`src/rtl/axi4lite_slave_regfile.sv`:
```
// AXI4-Lite slave exposing N_REGS byte-writable 32-bit registers to core logic.
// Independent write (AW/W -> B) and read (AR -> R) engines; unmapped addresses answer SLVERR.
module axi4lite_slave_regfile #(
    parameter int          N_REGS  = 16,
    parameter int          ADDR_W  = 32,
    parameter logic [31:0] RST_VAL = 32'h0
) (
    input  logic                ACLK,
    input  logic                ARESET,
    input  logic [ADDR_W-1:0]   AWADDR,
    input  logic [2:0]          AWPROT,
    input  logic                AWVALID,
    output logic                AWREADY,
    input  logic [31:0]         WDATA,
    input  logic [3:0]          WSTRB,
    input  logic                WVALID,
    output logic                WREADY,
    output logic [1:0]          BRESP,
    output logic                BVALID,
    input  logic                BREADY,
    input  logic [ADDR_W-1:0]   ARADDR,
    input  logic [2:0]          ARPROT,
    input  logic                ARVALID,
    output logic                ARREADY,
    output logic [31:0]         RDATA,
    output logic [1:0]          RRESP,
    output logic                RVALID,
    input  logic                RREADY,
    output logic [32*N_REGS-1:0] reg_q,
    output logic [N_REGS-1:0]   reg_wr
);

    // state     | meaning
    // W_IDLE    | collecting AW and W, each latched on its own handshake
    // W_RESP    | write committed, BVALID held until BREADY
    // R_IDLE    | accepting AR; a latched address is served on the next edge
    // R_DATA    | RVALID/RDATA/RRESP held until RREADY
    typedef enum logic {W_IDLE, W_RESP} wstate_t;
    typedef enum logic {R_IDLE, R_DATA} rstate_t;

    localparam logic [ADDR_W:0] ADDR_LIMIT = (ADDR_W+1)'(4 * N_REGS);
    localparam logic [1:0]      RESP_OKAY  = 2'b00;
    localparam logic [1:0]      RESP_SLVERR = 2'b10;

    wstate_t w_state, w_next;
    rstate_t r_state, r_next;

    logic [31:0]       regs [N_REGS];
    logic              aw_held, w_held, ar_held;
    logic [ADDR_W-1:0] aw_addr, ar_addr;
    logic [31:0]       wdata_q;
    logic [3:0]        wstrb_q;
    logic              w_commit, r_capture;
    logic              w_err, r_err;
    logic [7:0]        w_idx, r_idx;
    logic [31:0]       rd_word;

    logic unused_prot;
    assign unused_prot = ^{AWPROT, ARPROT};

    assign w_err = ({1'b0, aw_addr} >= ADDR_LIMIT);
    assign r_err = ({1'b0, ar_addr} >= ADDR_LIMIT);
    assign w_idx = aw_addr[9:2];
    assign r_idx = ar_addr[9:2];

    assign AWREADY = ~aw_held;
    assign WREADY  = ~w_held;
    assign ARREADY = (r_state == R_IDLE) && !ar_held;
    assign BVALID  = (w_state == W_RESP);
    assign RVALID  = (r_state == R_DATA);

    always_comb begin
        w_next   = w_state;
        w_commit = 1'b0;
        case (w_state)
            W_IDLE: if (aw_held && w_held) begin
                w_commit = 1'b1;
                w_next   = W_RESP;
            end
            W_RESP: if (BREADY) w_next = W_IDLE;
            default: w_next = W_IDLE;
        endcase
    end

    always_comb begin
        r_next    = r_state;
        r_capture = 1'b0;
        case (r_state)
            R_IDLE: if (ar_held) begin
                r_capture = 1'b1;
                r_next    = R_DATA;
            end
            R_DATA: if (RREADY) r_next = R_IDLE;
            default: r_next = R_IDLE;
        endcase
    end

    // Sampled before the edge, so a write committing on the capture edge is not visible.
    always_comb begin
        rd_word = '0;
        for (int i = 0; i < N_REGS; i++) begin
            if (r_idx == 8'(i)) rd_word = regs[i];
        end
    end

    always_ff @(posedge ACLK) begin
        if (ARESET) begin
            w_state <= W_IDLE;
            r_state <= R_IDLE;
        end else begin
            w_state <= w_next;
            r_state <= r_next;
        end
    end

    always_ff @(posedge ACLK) begin
        if (ARESET) begin
            aw_held <= 1'b0;
            w_held  <= 1'b0;
            ar_held <= 1'b0;
            aw_addr <= '0;
            ar_addr <= '0;
            wdata_q <= '0;
            wstrb_q <= '0;
            BRESP   <= RESP_OKAY;
            RRESP   <= RESP_OKAY;
            RDATA   <= '0;
            reg_wr  <= '0;
            for (int i = 0; i < N_REGS; i++) regs[i] <= RST_VAL;
        end else begin
            reg_wr <= '0;
            if (AWVALID && AWREADY) begin
                aw_held <= 1'b1;
                aw_addr <= AWADDR;
            end
            if (WVALID && WREADY) begin
                w_held  <= 1'b1;
                wdata_q <= WDATA;
                wstrb_q <= WSTRB;
            end
            if (w_commit) begin
                BRESP <= w_err ? RESP_SLVERR : RESP_OKAY;
                for (int i = 0; i < N_REGS; i++) begin
                    if (!w_err && w_idx == 8'(i)) begin
                        reg_wr[i] <= 1'b1;
                        for (int b = 0; b < 4; b++) begin
                            if (wstrb_q[b]) regs[i][8*b +: 8] <= wdata_q[8*b +: 8];
                        end
                    end
                end
            end
            if (w_state == W_RESP && BREADY) begin
                aw_held <= 1'b0;
                w_held  <= 1'b0;
            end
            if (ARVALID && ARREADY) begin
                ar_held <= 1'b1;
                ar_addr <= ARADDR;
            end
            if (r_capture) begin
                ar_held <= 1'b0;
                RDATA   <= r_err ? 32'h0 : rd_word;
                RRESP   <= r_err ? RESP_SLVERR : RESP_OKAY;
            end
        end
    end

    for (genvar g = 0; g < N_REGS; g++) begin : g_reg_q
        assign reg_q[32*g +: 32] = regs[g];
    end

endmodule

```
`config.mk`:
```
export PLATFORM = sky130hd
export DESIGN_NAME = axi4lite_slave_regfile
export DESIGN_NICKNAME = d
export VERILOG_FILES = /design/src/rtl/axi4lite_slave_regfile.sv
export SDC_FILE = /design/constraint.sdc
export NUM_CORES = 1
export LEC_CHECK = 0
export CORE_MARGIN = 5
export CORE_UTILIZATION = 30
export CTS_CLUSTER_SIZE = 8
export DETAILED_ROUTE_END_ITERATION = 12
export GPL_ROUTABILITY_DRIVEN = 0
export PLACE_DENSITY = 0.65
export SLEW_MARGIN = 20
export SYNTH_ARGS = -nofsm -noshare
export SYNTH_HDL_FRONTEND = slang
export SYNTH_SLANG_ARGS = --single-unit
```
`constraint.sdc`:
```
create_clock -name ACLK -period 4.75 [get_ports ACLK]
set_clock_uncertainty 0.2 [all_clocks]
set_input_delay 0.95 -clock ACLK [delete_from_list [all_inputs] [get_ports ACLK]]
set_output_delay 0.95 -clock ACLK [all_outputs]
set_load 0.05 [all_outputs]
```
==> out/results.tsv <==
stage	metric	value	unit
status	status	finished clean	
floorplan	die_x	316	um
min_path	whs_path_depth	2	
clocking	insertion_delay	670	ps
synth	avgSynthCellArea	11.5	um^2
setup_path	cp_data_required_time	4830	ps
synth	synth_xor_area_share	0.0313	%
timing	fmax	262	MHz
layout	multi_input_area	8710	um^2
synth	ys_async_sr_fraction	0	%
power_and_ir_drop	p_leak	13.4	nW
timing	fin_crit	3810	ps
routing	vias_per_cell	5.49	
clocking	h-tree-depth	3	
clocking	cts-hold-fix-buffers	0	
setup_path	arrival	3890	ps
timing	timing.final.crit_share	80.3	%
min_path	hp-class	register to register	
clocking	cts_root_buffer	clkbuf_16	
floorplan	std_cell_rows	112	
synth	synth_fa_ha_area_share	0	%
floorplan	die-area	99600	um^2
floorplan	boundaryPins	682	
synth	synth_cell_types	65	
floorplan	start_util	30.1	%
timing	worst_slew_pin_slew	1120	ps
job	drv_cap	0	
layout	final_cell_mix	668 x clkdlybuf4s50_1, 512 x edfxtp_1, 389 x nor2_1, 323 x nand2_1, 177 x a21oi_1	
layout	layout_commonest_cell	clkdlybuf4s50_1	
timing	setup_tns	0	ps
synth	yosys_warnings	0	
layout	area_delta_synth_final	39.3	%
clocking	post_cts_buffers	0	
synth	yosysSeqAreaShare	65.7	%
global_routing	grt_max_degree	90	
clocking	clockBufferDepth	3	
synth	yosys.area_share.simple	14.3	%
global_routing	grt_pass1_vias	23300	
synth	synth.area.mux_share	4.52	%
timing	slew_violations	0	
power_and_ir_drop	power	15.6	mW
routing	wl_per_cell	31.4	um
global_routing	grt_pass1_wl	188	mm
synth	ys_ff_latch	663	
routing	vias	24400	
global_routing	grt.overflow.total	0	
clocking	cts_buffers	93	
routing	drc	0	
setup_path	cp_max_fo	8	
timing	rsz0062_at_grt	no	
timing	setup_viol	0	
routing	ant_nets	0	
floorplan	die_y	316	um
power_and_ir_drop	ir_drop	0.000262	V
setup_path	reg2reg_depth	7	
setup_path	endpoint_kind	register	
synth	synth-edff-count	512	
clocking	cts_num_sinks	663	
power_and_ir_drop	p_per_area	400	nW/um^2
clocking	cts_resized	0	
global_routing	grtUsageTotal	26.7	%
clocking	tritoncts	yes	
synth	synthesis.area	28000	um^2
layout	seqCellArea	18400	um^2
timing	relSlewSlack	25.4	%
clocking	path_clk_slew	50	ps
placed_design	place.port_buffers	669	
routing	drt-total-wl	139	mm
layout	fin_nets	3229	
layout	drive_above_1_share	8.51	%
synth	synthesis.instances	2444	
placed_design	hpwl	108	mm
synth	synth_top_family_by_area	simple AND/OR/NAND/NOR gates	
setup_path	startpoint_type	register	
synth	synthFlopType	edfxtp_1	
global_routing	antenna_found_initial	7	
routing	first_pass_iters	6	
synth	synth-compound-area-share	12.1	%
setup_path	criticalPathCategory	register to register	
floorplan	core-area	93000	um^2
layout	nFillCells	8960	
routing	first_iter_violations	3302	
timing	hold_violations	0	
==> final cells by class <==
cell class	count	share of cell area, %
clock inverters	8	0.346
flip-flops and latches	663	47.2
diodes	3	0.0192
repair buffers	766	19.2
well taps	1254	4.02
inverters	43	0.414
clock buffers	157	6.58
multi-input cells	1549	22.3
==> routing by layer <==
metal	vias to the layer above	wire length [um]	track usage [%]
met4	8	5760	9.16
met3	264	19600	11.2
met1	12100	52200	34.1
met5	-	55	0
met2	1807	61800	41.3
li1	10200	-	-
==> synth_stat cells (17+ instances only) <==
cell | n | share of area, %
nand2b_1 | 91 | 2.0
mux4_2 | 22 | 1.8
mux2i_1 | 50 | 1.8
nor2_1 | 392 | 5.3
o21ai_0 | 79 | 1.4
o22ai_1 | 53 | 1.2
a31oi_1 | 20 | 0.45
buf_2 | 42 | 0.75
a22oi_1 | 22 | 0.59
a21o_1 | 32 | 0.86
nor4_1 | 19 | 0.42
dfxtp_1 | 151 | 11
a21oi_1 | 177 | 3.2
mux2_2 | 24 | 0.96
a211oi_1 | 17 | 0.46
nand2_1 | 324 | 4.3
edfxtp_1 | 512 | 55
inv_1 | 42 | 0.56
nor3_1 | 37 | 0.66
clkbuf_1 | 127 | 1.7
==> power breakdown <==
part / switching [mW] / internal, mW
Sequential: 0.242 / 6.50
Combinational: 1.81 / 0.745
Clock: 2.61 / 3.72
==> through the flow <==
step	std cells	instance area [um^2]	setup slack (ps)	utilization (%)	hold slack, ps
after floorplan	2445	28000	1950	-	232
after global placement	4275	36300	929	39.0	234
after detailed placement	4275	36300	850	39.0	240
after CTS	4440	39000	882	41.9	253
after global routing	4440	39000	798	41.9	272
final	4443	39000	936	41.9	249
==> sequential cells by signal, summed over array words and instances, names as in the netlist, 4 cells and up <==
signal and cells:
RDATA 32, aw_addr 30, wdata_q 32, ar_addr 30, wstrb_q 4, reg_wr 16, regs 512
==> path summary, 6_finish.rpt <==
path	end	startpoint	slack, ps
worst max-delay path	regs[1][214]$_DFFE_PP_	aw_addr[6]$_SDFFE_PP0P_	940
worst min-delay path	wstrb_q[0]$_SDFFE_PP0P_	wstrb_q[0]$_SDFFE_PP0P_	250
worst max register to register	regs[1][214]$_DFFE_PP_	aw_addr[6]$_SDFFE_PP0P_	940
worst min register to register	wstrb_q[0]$_SDFFE_PP0P_	wstrb_q[0]$_SDFFE_PP0P_	250
==> critical path, cell delays in order, from the launching register on <==
cell and delay [ps]:
dfxtp_1 300, nor4_1 380, buf_4 200, nand4_1 140, nor2_1 530, nand3_1 590, nor2_1 510, a21o_1 560
==> logic make-up after synthesis <==
group,after synthesis
DFF,663
other,1
buffers and inverters,233
xor gates and xnor gates,1
and+or+nand+nor,923
muxes,96
AOI/OAI and AO/OA,527
No activity file was read; power rests on OpenSTA's default activity.
